$ cat src/rtl/trap_profile_gen.sv
// Trapezoidal expected-signal generator: rise / hold / fall / low segments
// stepped on a divided tick, with one-shot or continuous repetition.
//   state | meaning
//   IDLE  | waiting for start, output 0
//   RISE  | output += step per tick, saturating high
//   HOLD  | output held
//   FALL  | output -= step per tick, saturating at 0
//   LOW   | output forced to 0
module trap_profile_gen #(
    parameter int DIV   = 10,
    parameter int W     = 16,
    parameter int CNT_W = 10
) (
    input  logic             clk,
    input  logic             rst_n,
    input  logic             enable,
    input  logic             start,
    input  logic             oneshot,
    input  logic [CNT_W-1:0] cfg_rise_len,
    input  logic [CNT_W-1:0] cfg_hold_len,
    input  logic [CNT_W-1:0] cfg_fall_len,
    input  logic [CNT_W-1:0] cfg_low_len,
    input  logic [W-1:0]     cfg_step,
    output logic [W-1:0]     expect_signal,
    output logic [2:0]       phase,
    output logic             busy,
    output logic             period_done
);

    localparam int DIV_W = $clog2(DIV);

    typedef enum logic [2:0] {
        ST_IDLE = 3'd0,
        ST_RISE = 3'd1,
        ST_HOLD = 3'd2,
        ST_FALL = 3'd3,
        ST_LOW  = 3'd4
    } state_t;

    state_t             state_q;
    logic [DIV_W-1:0]   div_q;
    logic [CNT_W-1:0]   seg_q;
    logic [CNT_W-1:0]   rise_q, hold_q, fall_q, low_q;
    logic [W-1:0]       step_q;
    logic [W-1:0]       sig_q;
    logic               done_q;

    state_t             eff_st, adv_st;
    logic [CNT_W-1:0]   eff_seg, seg_inc;
    logic [W:0]         sum;
    logic [W-1:0]       sig_d;
    logic               tick, seg_end, period_end, load_cfg;

    // First non-empty segment after s; IDLE means the period is over.
    function automatic state_t next_seg(input state_t s, input logic [CNT_W-1:0] h,
                                        input logic [CNT_W-1:0] f, input logic [CNT_W-1:0] l);
        next_seg = ST_IDLE;
        case (s)
            ST_RISE: begin
                if (h != '0)      next_seg = ST_HOLD;
                else if (f != '0) next_seg = ST_FALL;
                else if (l != '0) next_seg = ST_LOW;
            end
            ST_HOLD: begin
                if (f != '0)      next_seg = ST_FALL;
                else if (l != '0) next_seg = ST_LOW;
            end
            ST_FALL: begin
                if (l != '0)      next_seg = ST_LOW;
            end
            default: next_seg = ST_IDLE;
        endcase
    endfunction

    function automatic logic [CNT_W-1:0] seg_len(input state_t s,
                                                 input logic [CNT_W-1:0] r, input logic [CNT_W-1:0] h,
                                                 input logic [CNT_W-1:0] f, input logic [CNT_W-1:0] l);
        case (s)
            ST_RISE: seg_len = r;
            ST_HOLD: seg_len = h;
            ST_FALL: seg_len = f;
            ST_LOW:  seg_len = l;
            default: seg_len = '0;
        endcase
    endfunction

    assign tick = (state_q != ST_IDLE) && (div_q == DIV_W'(DIV - 1));

    // An empty RISE can only be current right after entry; the tick then acts
    // as the first tick of the next non-empty segment.
    always_comb begin
        eff_st  = state_q;
        eff_seg = seg_q;
        if (state_q == ST_RISE && rise_q == '0) begin
            eff_st  = next_seg(ST_RISE, hold_q, fall_q, low_q);
            eff_seg = '0;
        end
        sum   = {1'b0, sig_q} + {1'b0, step_q};
        sig_d = sig_q;
        case (eff_st)
            ST_RISE: sig_d = sum[W] ? '1 : sum[W-1:0];
            ST_FALL: sig_d = (sig_q > step_q) ? (sig_q - step_q) : '0;
            ST_LOW:  sig_d = '0;
            default: sig_d = sig_q;
        endcase
        seg_inc    = eff_seg + 1'b1;
        seg_end    = (seg_inc == seg_len(eff_st, rise_q, hold_q, fall_q, low_q));
        adv_st     = seg_end ? next_seg(eff_st, hold_q, fall_q, low_q) : eff_st;
        period_end = (eff_st == ST_IDLE) || (seg_end && adv_st == ST_IDLE);
    end

    assign load_cfg = ((state_q == ST_IDLE) && start && enable) ||
                      ((state_q != ST_IDLE) && enable && tick && period_end && !oneshot);

    always_ff @(posedge clk or negedge rst_n) begin
        if (!rst_n) begin
            rise_q <= '0;
            hold_q <= '0;
            fall_q <= '0;
            low_q  <= '0;
            step_q <= '0;
        end else if (load_cfg) begin
            rise_q <= cfg_rise_len;
            hold_q <= cfg_hold_len;
            fall_q <= cfg_fall_len;
            low_q  <= cfg_low_len;
            step_q <= cfg_step;
        end
    end

    always_ff @(posedge clk or negedge rst_n) begin
        if (!rst_n) begin
            state_q <= ST_IDLE;
            div_q   <= '0;
            seg_q   <= '0;
            sig_q   <= '0;
            done_q  <= 1'b0;
        end else if (state_q == ST_IDLE || !enable) begin
            div_q  <= '0;
            seg_q  <= '0;
            sig_q  <= '0;
            done_q <= 1'b0;
            if (state_q == ST_IDLE && start && enable) state_q <= ST_RISE;
            else                                       state_q <= ST_IDLE;
        end else begin
            done_q <= 1'b0;
            div_q  <= tick ? '0 : div_q + 1'b1;
            if (tick) begin
                sig_q  <= sig_d;
                done_q <= period_end;
                if (period_end) begin
                    seg_q <= '0;
                    if (oneshot) begin
                        state_q <= ST_IDLE;
                        sig_q   <= '0;
                    end else begin
                        state_q <= ST_RISE;
                    end
                end else if (seg_end) begin
                    state_q <= adv_st;
                    seg_q   <= '0;
                end else begin
                    state_q <= eff_st;
                    seg_q   <= seg_inc;
                end
            end
        end
    end

    assign expect_signal = sig_q;
    assign phase         = state_q;
    assign busy          = (state_q != ST_IDLE);
    assign period_done   = done_q;

endmodule

$ cat config.mk
export PLATFORM = sky130hd
export DESIGN_NAME = trap_profile_gen
export DESIGN_NICKNAME = d
export VERILOG_FILES = /design/src/rtl/trap_profile_gen.sv
export SDC_FILE = /design/constraint.sdc
export NUM_CORES = 1
export LEC_CHECK = 0
export ABC_AREA = 0
export CORE_MARGIN = 2
export CORE_UTILIZATION = 55
export DETAILED_ROUTE_END_ITERATION = 10
export DONT_BUFFER_PORTS = 1
export HOLD_SLACK_MARGIN = 0.05
export PLACE_DENSITY_LB_ADDON = 0.25
export REMOVE_ABC_BUFFERS = 1
export SLEW_MARGIN = 0
export SYNTH_ARGS = -nofsm -noshare
export SYNTH_HDL_FRONTEND = slang
export SYNTH_SLANG_ARGS = --single-unit
$ cat constraint.sdc
create_clock -name clk -period 10.1 [get_ports clk]
set_input_delay 2.02 -clock clk [delete_from_list [all_inputs] [get_ports clk]]
set_output_delay 2.02 -clock clk [all_outputs]
set_load 0.02 [all_outputs]
==> results.md, run 1 <==
- Status: completed
- Crit-path max FO: 44
- Leakage power: 3.07 nW
- Post-Syn Area per Cell: 9.48 um2
- Layout area overhead: 4.80%
- Drt wl/cell: 21.3 um
- Post-synthesis sequential area ratio: 33.5%
- Filler cells: 1073
- Vias in the first global route: 5577
- Top-area cell type share of the netlist area: 33.5%
- Comb pwr share: 20.3%
- Ys flop type: dfrtp_1
- Cell variety after synth: 76
- Die width: 115 um
- Pwr/cell area: 147 nW/um2
- Worst-path clk slew: 0.06 ns
- # diodes: 0
- Final Hold Fails: 0
- Clock Latency Late Sink: 0.35 ns
- Setup_tns: 0 ns
- Synth warn: 0
- IO Port Bufs: 0
- Rel. slew slack: 26.7%
- Final nets: 787
- # placed instances: 825
- Initial antenna violation count: 0
- Vias: 5667
- Largest net degree at the start of global routing: 91
- Clock power share: 36.3%
- Max-cap violations: 0
- Clock sink count: 90
- Top area cells in the synthesized netlist: dfrtp_1 (33%), mux2_4 (9.1%), ha_1 (6.5%), a21oi_1 (3.6%), nor2_1 (3.5%)
- Layout cells sized above 1: 13.9%
- Clock buffer depth: 2
- Worst hold-check path type: reg2reg
- Vias per cell: 6.75
- Worst Tran Pin Value: 1.10 ns
- Switching share of power: 28.2%
- Remaining DRCs: 0
- CTS tree: built
- CP endpoint kind: flop
- Clock skew: 0.0107 ns
- First-pass GRT wire length: 28900 um
- Final Slew Violations: 0
- Cells along the critical path: nor3b_4, nand4_1, nand2_1, inv_1, ha_1, nand3_1, o21ai_0, a21oi_1, a21oi_1, nor4_1, and4_2, a31oi_4, o31ai_4, buf_4, mux2_2
- Post-CTS Setup Bufs: 0
- RSZ-0062 raised after global routing: no
- Crit path top cell by count: a21oi_1
- FMAX: 159 MHz
- Post-synth ARST share: 100%
- Tot GR Track Use: 28.1%
- Fin crit period: 6.30 ns
- Final setup fails: 0
- Root Buffer: clkbuf_16
- Crit-path slowest cell: o31ai_4
- Number of flops mapped to enable cells by yosys: 0
- Number of CTS-inserted buffers: 9
- ANT nets after route: 0
- Total core area: 12000 um2
- Internal: 0.742 mW
- Die area: 13100 um2
- Kind of critical path: reg2reg
- Overall power: 1.03 mW
- Final period util: 62.4%
- DRT iter0 DRCs: 418
- GP Congestion: 0.963
- Syn Std Cell Area: 6730 um2
- H-tree Lvls: 3
- Vert. Die Dim: 115 um
- Most frequent cell after synthesis: dfrtp_1
- CP Data Required Time: 10.34 ns
- NetSw: 0.292 mW
- Leading area contributor after synthesis: dfrtp_1
- I/O pin count: 82
- Site Rows: 40
- CTS Hold Buffers Added: 0
- Drt pass-1 iters: 5
- DP Wirelength: 13000 um
- Peak supply drop: 0.111 mV
- Worst Path Buf+Inv: 2
- Grt total ovfl: 0
- Post-synth top cells: dfrtp_1 (90), nor2_1 (62), a21oi_1 (48)
- Final cell count without fillers: 839
- Crit-path max cell delay: 0.91 ns
- Total Wirelength: 17900 um
- PostCTS Resize Cnt: 0
- Starting Density: 56.3%
- Crit path launch type: flop
- Worst EP arrival: 6.54 ns
- Reg power frac: 43.5%
- Synthesized flop and latch total: 90
- Cell count after synthesis: 710
- Crit-path leading delay family: simple AND/OR/NAND/NOR gates
==> registers in the layout (all words and copies together), names as in the netlist <==
register and count:
expect_signal 16, step_q 16, fall_q 10, hold_q 10, low_q 10, rise_q 10
seg_q 10, div_q 4, phase 3, period_done 1
==> routing by layer <==
metal	wire (um)	vias to the layer above	track usage (%)
li1	-	2612	-
met1	7740	2748	36.8
met2	8180	252	44.1
met3	1210	55	6.25
met4	758	0	13.6
met5	0	-	0
==> cells by family after synthesis <==
group	after synthesis	share of synthesized area, %
AO/OA/AOI/OAI	213	22.3
AND/OR/NAND/NOR	211	16.8
flip-flops	90	33.5
buffers and inverters	84	5.91
multiplexers	64	12.9
adder cells (fa/ha/maj)	37	7.10
XOR/XNOR	11	1.43
==> metrics by stage <==
| step | instance area, um2 | utilization [%] | hold WS, ns | worst slack [ns] |
|---|---|---|---|---|
| finish | 7050 | 59.0 | 0.514 | 3.80 |
| global route | 7050 | 59.0 | 0.535 | 3.25 |
| CTS | 7050 | 59.0 | 0.522 | 3.83 |
| detailed placement | 6730 | 56.2 | 0.504 | 3.82 |
| global placement | 6730 | 56.2 | 0.474 | 4.06 |
| floorplan | 6510 | - | 0.461 | 4.14 |
==> cell usage in the layout, fill, tap and decap left out, drive strengths merged, types with 5 or more instances in the layout <==
cell,count
a211oi,6
a21o,10
a21oi,48
a221oi,12
a22o,12
a31oi,15
and2,9
and3,13
and4,5
clkbuf,12
dfrtp,90
ha,35
inv,47
mux2,60
nand2,32
nand2b,12
nand3,14
nand3b,10
nand4,11
nor2,62
nor2b,10
nor3,12
nor4,9
o2111ai,10
o211ai,6
o21ai,37
o22ai,11
xnor2,5
xor2,6
==> final timing paths <==
kind	depth (start not counted)	to	slack, ns	from
min	1	div_q[0]	0.51	div_q[0]
max reg2reg	15	hold_q[5]	3.80	phase[0]
max in group asynchronous	0	div_q[3]	8.57	rst_n
max	15	hold_q[5]	3.80	phase[0]
min reg2reg	1	div_q[0]	0.51	div_q[0]
min in group asynchronous	0	step_q[9]	1.36	rst_n
==> final cells by class <==
type | instances | area (um2) | share of cell area (%)
clock buffer | 12 | 267 | 3.78
sequential | 90 | 2250 | 31.9
tap | 147 | 184 | 2.61
clock inverter | 2 | 60.1 | 0.852
timing repair buffer | 4 | 30.0 | 0.426
inverter | 48 | 180 | 2.56
multi-input combinational | 536 | 4080 | 57.8
==> power groups by stage <==
stage | Sequential (mW) | Combinational (mW) | Clock, mW
after global routing | 0.455 | 0.228 | 0.394
after floorplan | 0.437 | 0.170 | 0
after CTS | 0.449 | 0.207 | 0.382
after detailed placement | 0.455 | 0.206 | 0
final | 0.449 | 0.210 | 0.375
after global placement | 0.453 | 0.201 | 0
No activity file was read; power rests on OpenSTA's default activity.
==> inputs of run 2 (changes only) <==
==> constraint.sdc (replaced) <==
create_clock -name clk -period 5.6 [get_ports clk]
set_input_delay 1.12 -clock clk [delete_from_list [all_inputs] [get_ports clk]]
set_output_delay 1.12 -clock clk [all_outputs]
set_load 0.02 [all_outputs]
==> run 2 against run 1 <==
Count of clock-buffer cells in the layout is 1 lower. Die area stayed put. Critical endpoint is now hold_q[4]. Largest cell class unchanged. Worst setup slack worse by 2.6 ns.
==> results.md, run 2 (synthesized netlist as in run 1, its figures left out) <==
- Setup WS pre-CTS: 1.26 ns (-2.56 ns)
- Setup crit start: hold_q[0]
- Filler cells: 1037 (-3.4%)
- Clock skew: 0.00745 ns (-0.00323 ns)
- RSZ-0062 raised after global routing: no
- Site Rows: 40 (unchanged)
- Vert. Die Dim: 115 um (unchanged)
- Drt pass-1 iters: 5 (unchanged)
- IO Port Bufs: 0 (unchanged)
- Hold_ws: 0.449 ns (-0.0650 ns)
- I/O pin count: 82 (unchanged)
- Worst Tran Pin Value: 1.34 ns (+0.236 ns)
- Kind of critical path: reg2reg
- Worst setup margin: 1.24 ns (-2.56 ns)
- R2r endpoint: hold_q[4]
- Total Wirelength: 18200 um (+1.6%)
- Final Slew Violations: 0 (unchanged)
- CTS tree: built
- Clock Latency Late Sink: 0.36 ns (about the same)
- Max-cap violations: 0 (unchanged)
- Reg2Reg Setup Slack: 1.24 ns (-2.56 ns)
- Comb pwr share: 21.2% (+0.9 points)
- Final period util: 77.8% (+15 points)
- Worst-path clk slew: 0.07 ns (about the same)
- Worst EP arrival: 4.60 ns (-1.94 ns)
- Tot GR Track Use: 28.8% (+0.70 points)
- Internal: 1.27 mW (+71%)
- Number of CTS-inserted buffers: 9 (unchanged)
- DRT iter0 DRCs: 443 (+6.0%)
- PostCTS Resize Cnt: 0 (unchanged)
- Drt wl/cell: 21.5 um (+1.0%)
- Pwr/cell area: 257 nW/um2 (+75%)
- Die area: 13100 um2 (unchanged)
- Switching share of power: 30.1% (+1.9 points)
- Clock sink count: 90 (unchanged)
- Final setup fails: 0 (unchanged)
- Layout area overhead: 4.85% (about the same)
- Layout cells sized above 1: 14.2% (+0.33 points)
- CP endpoint kind: flop
- Clock buffer depth: 2 (unchanged)
- CTS Hold Buffers Added: 0 (unchanged)
- Reg2Reg Launch Point: hold_q[0]
- H-tree Lvls: 3 (unchanged)
- GP Congestion: 0.949 (-1.5%)
- Reg power frac: 44.5% (+1.0 points)
- Remaining DRCs: 0 (unchanged)
- FMAX: 229 MHz (+45%)
- Most frequent cells in the layout: dfrtp_1 (90), nor2_1 (62), a21oi_1 (48), inv_1 (47), mux2_4 (41)
- NetSw: 0.546 mW (+87%)
- Initial antenna violation count: 0 (unchanged)
- Total core area: 12000 um2 (unchanged)
- Leakage power: 3.06 nW (-0.14%)
- Grt total ovfl: 0 (unchanged)
- Vias in the first global route: 5631 (+0.97%)
- Crit-path max FO: 56 (+27%)
- Die width: 115 um (unchanged)
- Post-CTS Setup Bufs: 0 (unchanged)
- First-pass GRT wire length: 29200 um (+1.0%)
- Leading cell type in the layout, fill and taps excluded: dfrtp_1
- Crit path launch type: flop
- Peak supply drop: 0.266 mV (+140%)
- Worst R2R Path Depth: 11 (-4)
- CP Data Required Time: 5.84 ns (-4.50 ns)
- DP Wirelength: 13200 um (+1.4%)
- Root Buffer: clkbuf_16
- Vias: 5597 (-1.2%)
- Fin crit period: 4.36 ns (-1.94 ns)
- Status: completed
- Vias per cell: 6.63 (-1.8%)
- Final nets: 790 (+0.38%)
- Largest net degree at the start of global routing: 91 (unchanged)
- Clock power share: 34.4% (-1.9 points)
- Starting Density: 56.3% (unchanged)
- Final Hold Fails: 0 (unchanged)
- Rel. slew slack: 9.79% (-17 points)
- ANT nets after route: 0 (unchanged)
- # diodes: 0 (unchanged)
- Worst hold-check path type: in2async
-- run 2: changes by cell type in the layout (fill, tap and decap cells not counted), sizes merged --
cell      change
buf           +3
clkinvlp      +2
inv           +2
bufinv        -1
clkbuf        -1
-- run 2: critical path, stage by stage (launching register included) --
cell,delay [ns]
dfrtp_1,0.43
nor4_1,0.46
nand4_2,0.32
a21o_1,0.33
a221oi_1,0.57
a21oi_1,0.19
nor4b_2,0.33
and4_2,0.35
a31oi_4,0.18
o31ai_4,0.26
buf_12,0.40
mux2_2,0.39
-- run 2: power by group through the flow --
stage               Sequential, mW  Clock [mW]  Combinational (mW)
finish                       0.805       0.622               0.383
global route                 0.816       0.666               0.418
CTS                          0.804       0.636               0.379
detailed placement           0.815           0               0.376
global placement             0.810           0               0.368
floorplan                    0.788           0               0.306
-- run 2: layer usage --
metal / part of all wire (%) / GRT usage, %
met1: 42 / 34.2
met2: 49 / 49.2
met3: 5.9 / 6.78
met4: 3.2 / 13.6
met5: 0 / 0
-- run 2: worst max-delay path by stage --
stage	endpoint	slack, ns	cells after the start
after floorplan	hold_q[2]	-0.36	14
after global placement	rise_q[6]	1.39	15
after detailed placement	hold_q[6]	1.26	15
after CTS	hold_q[4]	1.24	15
after global routing	hold_q[4]	0.92	15
final	hold_q[4]	1.24	11
-- run 2: final cells by class --
type | instances | area [um2] | share of cell area, %
Clock buffer | 11 | 233 | 3.30
Clock inverter | 5 | 62.6 | 0.887
Inverter | 48 | 180 | 2.55
Multi-Input combinational cell | 536 | 4080 | 57.8
Sequential cell | 90 | 2250 | 31.9
Tap cell | 147 | 184 | 2.61
Timing Repair Buffer | 7 | 65.1 | 0.922
-- run 2: per-stage QoR --
| stage | utilization (%) | total power [mW] | cells | area [um2] | TNS, ns |
|---|---|---|---|---|---|
| after global placement | 56.5 | 1.18 | 828 | 6760 | 0 |
| after detailed placement | 56.5 | 1.19 | 828 | 6760 | 0 |
| after global routing | 59.0 | 1.90 | 844 | 7060 | 0 |
| after floorplan | - | 1.09 | 674 | 6510 | -15.95 |
| after CTS | 59.0 | 1.82 | 844 | 7060 | 0 |
| final | 59.0 | 1.81 | 844 | 7060 | 0 |
==> inputs of run 3 (changes only) <==
==> constraint.sdc (replaced) <==
create_clock -name clk -period 3.82 [get_ports clk]
set_input_delay 0.764 -clock clk [delete_from_list [all_inputs] [get_ports clk]]
set_output_delay 0.764 -clock clk [all_outputs]
set_load 0.02 [all_outputs]
==> run 3 against run 2 <==
Hold slack worse by 0.35 ns. Clock skew increased by 0.0042 ns. Highest routed layer unchanged. First-iteration DRC count up 12%. Via count up 6.1%. Register-to-register slack worse by 1.2 ns. Critical path depth grew 3.
==> results.md, run 3 (synthesized netlist as in run 1, its figures left out) <==
- Status: completed
- Final nets: 840 (+6.3%)
- Number of CTS-inserted buffers: 9 (unchanged)
- Dpl cell area: 7120 um2 (+5.4%)
- Worst Tran Pin Value: 1.01 ns (-0.327 ns)
- Die area: 13100 um2 (unchanged)
- Internal: 1.90 mW (+51%)
- Clock Latency Late Sink: 0.36 ns (about the same)
- Met2 Routed Length: 9090 um (+1.4%)
- Remaining DRCs: 0 (unchanged)
- Comb pwr share: 22.5% (+1.3 points)
- Root Buffer: clkbuf_16
- Fin crit period: 3.79 ns (-0.565 ns)
- CTS tree: built
- Rel. slew slack: 31.9% (+22 points)
- Setup_tns: 0 ns (unchanged)
- DRT iter0 DRCs: 498 (+12%)
- Switching share of power: 29.7% (-0.44 points)
- IO Port Bufs: 0 (unchanged)
- I/O pin count: 82 (unchanged)
- Tot GR Track Use: 29.1% (+0.33 points)
- Vias in the first global route: 5824 (+3.4%)
- Final instance area: 7530 um2 (+6.8%)
- Leading cell type in the layout, fill and taps excluded: dfrtp_1
- Site Rows: 40 (unchanged)
- Initial antenna violation count: 0 (unchanged)
- DR top layer: met4
- CTS Hold Buffers Added: 0 (unchanged)
- Layout cells sized above 1: 21.3% (+7.1 points)
- Worst EP arrival: 4.03 ns (-0.57 ns)
- Peak supply drop: 0.394 mV (+48%)
- ANT nets after route: 0 (unchanged)
- Crit path launch type: flop
- Kind of critical path: reg2reg
- Grt total ovfl: 0 (unchanged)
- Clock skew: 0.0117 ns (+0.00420 ns)
- Vert. Die Dim: 115 um (unchanged)
- Clock buffer depth: 2 (unchanged)
- FMAX: 264 MHz (+15%)
- NetSw: 0.804 mW (+47%)
- Vias: 5936 (+6.1%)
- # diodes: 0 (unchanged)
- Drt pass-1 iters: 6 (+1)
- Worst-path clk slew: 0.07 ns (about the same)
- Final Hold Fails: 0 (unchanged)
- Max-cap violations: 0 (unchanged)
- RSZ-0062 raised after global routing: yes
- Hold_ws: 0.101 ns (-0.348 ns)
- Clock power share: 33.7% (-0.7 points)
- CP Data Required Time: 4.05 ns (-1.79 ns)
- Total Wirelength: 18500 um (+1.6%)
- H-tree Lvls: 3 (unchanged)
- Starting Density: 56.3% (unchanged)
- Final period util: 99.3% (+21 points)
- Routed length on met3: 1160 um (+8.1%)
- GP Congestion: 0.984 (+3.7%)
- Reg power frac: 43.8% (-0.7 points)
- Clock sink count: 90 (unchanged)
- Layout area overhead: 11.9%
- Final setup fails: 0 (unchanged)
- CP endpoint kind: flop
- Most frequent cells in the layout: dfrtp_1 (90), nor2_1 (62), buf_4 (52), inv_1 (47), a21oi_1 (46)
- Leakage power: 3.34 nW (+8.9%)
- Crit-path max FO: 17 (-70%)
- Worst hold-check path type: in2async
- Vias per cell: 6.65 (+0.24%)
- Largest net degree at the start of global routing: 91 (unchanged)
- Die width: 115 um (unchanged)
- First-pass GRT wire length: 29900 um (+2.4%)
- Drt wl/cell: 20.7 um (-4.0%)
- Pwr/cell area: 360 nW/um2 (+40%)
- Filler cells: 992 (-4.3%)
- Total core area: 12000 um2 (unchanged)
- Final Slew Violations: 0 (unchanged)
- DP Wirelength: 13900 um (+5.4%)
- DRT met1 WL: 7620 um (+0.77%)
## run 3: cell count changes in the layout (fill, tap and decap cells not counted), sizes merged
cell    change
clkbuf      -1
buf        +50
## run 3: path summary, 6_finish.rpt
kind	start	end	slack, ns	depth (start not counted)
max reg2reg	phase[2]	step_q[9]	0.03	14
min in group clk	div_q[0]	div_q[0]	0.52	1
max	phase[2]	step_q[9]	0.03	14
min reg2reg	div_q[0]	div_q[0]	0.52	1
max in group asynchronous	rst_n	low_q[7]	3.60	0
min	rst_n	step_q[5]	0.10	0
## run 3: area by class of cell
cell class / instances / area [um2] / share of cell area [%]
inverters: 48 / 180 / 2.39
repair buffers: 57 / 473 / 6.28
clock buffers: 10 / 239 / 3.17
flip-flops and latches: 90 / 2250 / 29.9
clock inverters: 5 / 62.6 / 0.831
multi-input cells: 536 / 4140 / 55.0
well taps: 147 / 184 / 2.44
## run 3: metrics by stage
stage                     instances  power, mW  setup slack (ns)  utilization (%)
final                           893       2.71            0.0277             63.0
after global routing            893       2.83            -0.130             63.0
after CTS                       888       2.71            0.0606             62.2
after detailed placement        873       1.79           -0.0886             59.6
after global placement          873       1.76          -0.00297             59.6
after floorplan                 674       1.60             -2.14                -
## run 3: routing by layer
| metal | GRT usage (%) | vias to the layer above |
|---|---|---|
| met5 | 0 | - |
| met2 | 47.7 | 245 |
| met1 | 36.5 | 2926 |
| li1 | - | 2718 |
| met3 | 6.62 | 47 |
| met4 | 13.8 | 0 |
## run 3: power groups by stage
stage / Combinational (mW) / Sequential (mW) / Clock, mW
after floorplan: 0.449 / 1.15 / 0
after global placement: 0.574 / 1.19 / 0
after detailed placement: 0.592 / 1.19 / 0
after CTS: 0.597 / 1.18 / 0.934
after global routing: 0.660 / 1.20 / 0.973
final: 0.609 / 1.19 / 0.913
## run 3: timing repair
item / CTS / global route
gates resized for setup: 3 / 11
buffers inserted: 0 / 5
endpoints found under the setup margin: 55 / 74
gates cloned: 0 / 0
pin swaps: 1 / 5
## run 3: worst max-delay path: stages (launching register included)
cell	delay [ns]
dfrtp_1	0.39
buf_4	0.29
inv_1	0.14
nand3_1	0.13
o21ai_1	0.09
buf_4	0.16
a221oi_1	0.63
a21oi_1	0.21
nor4b_2	0.32
and4_4	0.28
a31oi_4	0.10
o31ai_4	0.24
buf_12	0.19
buf_12	0.18
mux2_4	0.31
==> RTL change 1 (config.mk and constraints of run 3) <==
Set the parameter `W` to 32 (it was 16).
--- a/src/rtl/trap_profile_gen.sv
+++ b/src/rtl/trap_profile_gen.sv
@@ -9,5 +9,5 @@
 module trap_profile_gen #(
     parameter int DIV   = 10,
-    parameter int W     = 16,
+    parameter int W     = 32,
     parameter int CNT_W = 10
 ) (
Interface: changed (resized cfg_step and expect_signal); port bits go from 82 to 114. No check against the original RTL was run, so the function may have changed too.
==> RTL change 1 against run 3 <==
  * Worst setup slack worse by 490 ps
  * The run now ends with negative setup slack left
  * Total power up 67%
  * Largest power group is now clock
  * Cell area up 70%
  * Global-route usage up 4.4 points
  * Area after synthesis up 50%
  * Sequential cell count up 32
  * Count of clock-buffer cells in the layout up 10
  * Wire length up 85%
==> RTL change 1: results (changes against run 3) <==
<table>
<tr><th>Metric</th><th>Value</th></tr>
<tr><th colspan="2">Outcome</th></tr>
<tr><td>Status</td><td>finished, violations left</td></tr>
<tr><td>Failing checks</td><td>negative setup slack</td></tr>
<tr><th colspan="2">CTS</th></tr>
<tr><td>H-tree Lvls</td><td>4 (+1)</td></tr>
<tr><td>Clock latency on the worst-skew pair</td><td>430 ps (+70 ps)</td></tr>
<tr><td>Total clock buffers created by CTS</td><td>17 (+8)</td></tr>
<tr><th colspan="2">Layout</th></tr>
<tr><td>Multi-input combinational cell count</td><td>876 (+63%)</td></tr>
<tr><td>Share of cells above drive strength 1</td><td>28.0% (+6.7 points)</td></tr>
<tr><td>Number of signal-net buffers in the layout</td><td>208 (+260%)</td></tr>
<tr><td>Clk tree area frac</td><td>4.57% (+0.57 points)</td></tr>
<tr><td>Filler cell count</td><td>1327 (+34%)</td></tr>
<tr><td>Fraction of standard cell area in multi-input logic</td><td>52.7% (-2.3 points)</td></tr>
<tr><td>Non-clk buf share</td><td>14.4% (+8.1 points)</td></tr>
<tr><td>Non-clk invs</td><td>78 (+63%)</td></tr>
<tr><td>Number of nets in the finished design</td><td>1449 (+73%)</td></tr>
<tr><th colspan="2">GRT</th></tr>
<tr><td>Via count of the first global-routing pass</td><td>9764 (+68%)</td></tr>
<tr><td>Wire length of the first global-routing pass</td><td>51900 microns (+74%)</td></tr>
<tr><th colspan="2">Timing</th></tr>
<tr><td>Setup WS post-layout</td><td>-459 ps (-487 ps)</td></tr>
<tr><td>Final setup violation count</td><td>112 (+112)</td></tr>
<tr><th colspan="2">Placement</th></tr>
<tr><td>Estimated wirelength of the detail-placed design</td><td>23000 microns (+65%)</td></tr>
<tr><th colspan="2">Setup path</th></tr>
<tr><td>Delay of the slowest critical-path stage</td><td>550 ps (-80 ps)</td></tr>
<tr><td>Worst endpoint data arrival time</td><td>4630 ps (+600 ps)</td></tr>
<tr><td>Critical path fanouts, max</td><td>5 (-12)</td></tr>
<tr><td>Slowest-stage cell, CP</td><td>sky130_fd_sc_hd__or4_4</td></tr>
<tr><td>Worst-case reg-to-reg path depth</td><td>25 (+11)</td></tr>
<tr><th colspan="2">Drt</th></tr>
<tr><td>Final routed wire length divided by cell count</td><td>22.2 microns (+7.2%)</td></tr>
<tr><th colspan="2">Yosys</th></tr>
<tr><td>Leading post-synthesis cells by cell area</td><td>sky130_fd_sc_hd__dfrtp_1, sky130_fd_sc_hd__mux2_4, sky130_fd_sc_hd__ha_1, sky130_fd_sc_hd__a21oi_1, sky130_fd_sc_hd__nor2_1</td></tr>
</table>
==> RTL change 1: through the flow <==
step | area (sq um) | hold WS (ps) | std cells | worst slack, ps
6_report | 12800 | 289 | 1545 | -459
5_1_grt | 12800 | 346 | 1545 | -565
4_1_cts | 12400 | 326 | 1527 | -276
3_5_place_dp | 11400 | 473 | 1467 | -355
3_3_place_gp | 11400 | 471 | 1467 | -283
2_1_floorplan | 9810 | 461 | 1075 | -2660
==> RTL change 1: timing repair <==
item,CTS,global route
endpoints found under the setup margin,97,113
pin swaps,3,31
gates cloned,3,6
hold buffers,1,0
resized for setup,20,54
endpoints found under the hold margin,122,0
setup buffers,24,13
==> RTL change 1: kinds of logic after synthesis <==
kind of cell / count (synthesis) / share of synthesized area (%)
DFF: 122 / 30.2
AOI/OAI and AO/OA: 355 / 24.5
muxes: 82 / 11.6
adders and majority gates: 69 / 8.68
buffers and inverters: 145 / 6.00
xor gates and xnor gates: 19 / 1.64
and+or+nand+nor: 350 / 17.4
==> RTL change 1: critical path, delay by kind of cell, from the launching register on <==
kind | cells | cell delay (ps)
buf+inv | 16 | 2110
fa+ha+maj | 1 | 180
xor+xnor | 1 | 130
compound gates | 1 | 150
flops | 1 | 410
simple gates | 6 | 1230
==> RTL change 1: layer usage <==
metal  GRT usage, %  vias up  wire length (microns)
met5              0        -                      0
met4           17.7        0                   2060
met3           7.47      158                   3170
met2           54.3      637                  15700
met1           42.0     4786                  13400
li1               -     4581                      -
==> RTL change 1: report_power, final <==
group / total [uW] / leakage (uW) / internal [uW] / switching (uW)
Clock: 1650 / 0.000278 / 985 / 664
Sequential: 1560 / 0.00154 / 1440 / 122
Combinational: 1320 / 0.00427 / 658 / 657
Total: 4520 / 0.00609 / 3080 / 1440
==> RTL change 2 (settings of run 3) <==
Without the edit above. Register the output `period_done` once more, without a reset; this adds one clock of latency there. The other outputs are not delayed to match.
--- a/src/rtl/trap_profile_gen.sv
+++ b/src/rtl/trap_profile_gen.sv
@@ -171,5 +171,7 @@
     assign phase         = state_q;
     assign busy          = (state_q != ST_IDLE);
-    assign period_done   = done_q;
+    always_ff @(posedge clk) begin
+        period_done <= done_q;
+    end
 
 endmodule
Behaviour: same outputs for any inputs over 10 cycles, from zero or initial values and one cycle with rst_n low; that may be too few to reach the edited logic, so the function may still have changed.
==> RTL change 2 against run 3 <==
  * Cell area is 4.5% higher
  * Wire length is 6.7% higher
  * Clock skew is 0.69 ps lower
  * Sequential cell count is 1 higher
  * Total power is 5.9% higher
  * Largest cell class unchanged
  * The flow now finishes with violations (negative setup slack)
  * Via count is 1.1% higher
  * Worst setup slack worse by 73 ps
  * Utilization is 2.6 points higher
  * Critical endpoint is now step_q[15]
  * Largest power group unchanged
  * Area after synthesis is 0.30% higher
==> RTL change 2: results (changes against run 3) <==
<table>
<tr><th>Metric</th><th>Value</th></tr>
<tr><th colspan="2">Outcome</th></tr>
<tr><td>Status</td><td>finished, violations left</td></tr>
<tr><td>Failing checks</td><td>negative setup slack</td></tr>
<tr><th colspan="2">Power</th></tr>
<tr><td>Static Leakage</td><td>0.00349 uW (+4.6%)</td></tr>
<tr><th colspan="2">Yosys</th></tr>
<tr><td>Leading post-synthesis cells by cell area</td><td>sky130_fd_sc_hd__dfrtp_1, sky130_fd_sc_hd__mux2_4, sky130_fd_sc_hd__ha_1, sky130_fd_sc_hd__a21oi_1, sky130_fd_sc_hd__nor2_1</td></tr>
<tr><td>Asr flop ratio synth</td><td>98.9% (-1.1 points)</td></tr>
<tr><td>Average footprint of a synthesized cell</td><td>9.49 sq um (+0.16%)</td></tr>
<tr><td>Register area share after synthesis</td><td>33.7% (+0.20 points)</td></tr>
<tr><th colspan="2">Timing</th></tr>
<tr><td>Fin Clk Skew</td><td>11.0 ps (-0.690 ps)</td></tr>
<tr><td>Setup WS post-layout</td><td>-44.9 ps (-72.6 ps)</td></tr>
<tr><td>Transition time of the tightest slew-check pin</td><td>828 ps (-181 ps)</td></tr>
<tr><td>Final setup violation count</td><td>38 (+38)</td></tr>
<tr><td>TNS Setup</td><td>-918 ps (-918 ps)</td></tr>
<tr><th colspan="2">Drt</th></tr>
<tr><td>Initial DRC count</td><td>588 (+18%)</td></tr>
<tr><td>Number of vias per cell after detailed routing</td><td>6.62 (-0.39%)</td></tr>
<tr><td>Post-Route WL</td><td>19700 microns (+6.7%)</td></tr>
<tr><th colspan="2">Layout</th></tr>
<tr><td>Share of cells above drive strength 1</td><td>23.8% (+2.5 points)</td></tr>
<tr><td>Number of nets in the finished design</td><td>852 (+1.4%)</td></tr>
<tr><th colspan="2">GRT</th></tr>
<tr><td>Via count of the first global-routing pass</td><td>5794 (-0.52%)</td></tr>
<tr><td>Global-route usage over all layers</td><td>28.9% (-0.26 points)</td></tr>
<tr><td>Wire length of the first global-routing pass</td><td>30000 microns (+0.28%)</td></tr>
<tr><th colspan="2">Setup path</th></tr>
<tr><td>Delay of the slowest critical-path stage</td><td>420 ps (-210 ps)</td></tr>
<tr><td>Slowest-stage cell, CP</td><td>sky130_fd_sc_hd__dfrtp_1</td></tr>
<tr><td>Reg2reg start</td><td>rise_q[7]</td></tr>
<tr><th colspan="2">Placement</th></tr>
<tr><td>Cell count after placement</td><td>867 (-0.69%)</td></tr>
<tr><td>Routability cong.</td><td>0.957 (-2.7%)</td></tr>
</table>
[RTL change 2: cell count changes after synthesis, sizes merged]
cell,delta
dfxtp,+1
[RTL change 2: kinds of logic (layout without fill, tap and decap cells)]
group / after synthesis / after routing / synth area share, %
AOI/OAI and AO/OA: 213 / 213 / 22.3
xor gates and xnor gates: 11 / 11 / 1.43
adders and majority gates: 37 / 37 / 7.08
buffers and inverters: 84 / 132 / 5.90
DFF: 91 / 91 / 33.7
muxes: 64 / 64 / 12.9
and+or+nand+nor: 211 / 211 / 16.8
[RTL change 2: through the flow]
| step | area [sq um] | hold slack (ps) |
|---|---|---|
| 2_1_floorplan | 6530 | 324 |
| 3_3_place_gp | 7100 | 330 |
| 3_5_place_dp | 7100 | 343 |
| 4_1_cts | 7460 | 90.3 |
| 5_1_grt | 7870 | 89.1 |
| 6_report | 7870 | 97.6 |
[RTL change 2: power breakdown]
group / total, uW / leakage, uW / internal [uW] / switching, uW
sequential: 1200 / 0.00114 / 1080 / 127
combinational: 666 / 0.00219 / 349 / 317
clock: 1000 / 0.000157 / 580 / 420
total: 2870 / 0.00349 / 2000 / 864
[RTL change 2: timing repair]
action / in CTS / in global routing
pin swaps: 2 / 16
endpoints found under the hold margin: 0 / 0
setup buffers: 2 / 16
gates resized for setup: 3 / 43
gates cloned: 0 / 5
endpoints found under the setup margin: 59 / 77
[RTL change 2: final timing paths]
kind,slack (ps),to
max,-40,step_q[15]
min,100,expect_signal[7]
max reg2reg,-40,step_q[15]
min reg2reg,360,period_done
max in group asynchronous,3590,low_q[2]
min in group clk,360,period_done
[RTL change 2: worst max-delay path, delay by kind of cell, from the launching register on]
| kind | cells | cell delay [ps] |
|---|---|---|
| flops | 1 | 420 |
| buf+inv | 4 | 800 |
| compound gates | 3 | 810 |
| simple gates | 6 | 1410 |
| mux | 1 | 300 |
[RTL change 2: per-layer routing]
layer | track usage, % | up-vias | wire length, microns
met5 | 0 | - | 0
met4 | 14.5 | 0 | 857
met3 | 5.06 | 74 | 1330
met2 | 47.0 | 329 | 9260
met1 | 37.2 | 2851 | 8260
li1 | - | 2745 | -
[RTL change 2: final cells by class]
type	count	area (sq um)
Fill cell	928	4140
Tap cell	147	184
Clock buffer	9	225
Sequential cell	91	2270
Clock inverter	7	98.8
Inverter	48	180
Multi-Input combinational cell	536	4240
Timing Repair Buffer	68	672
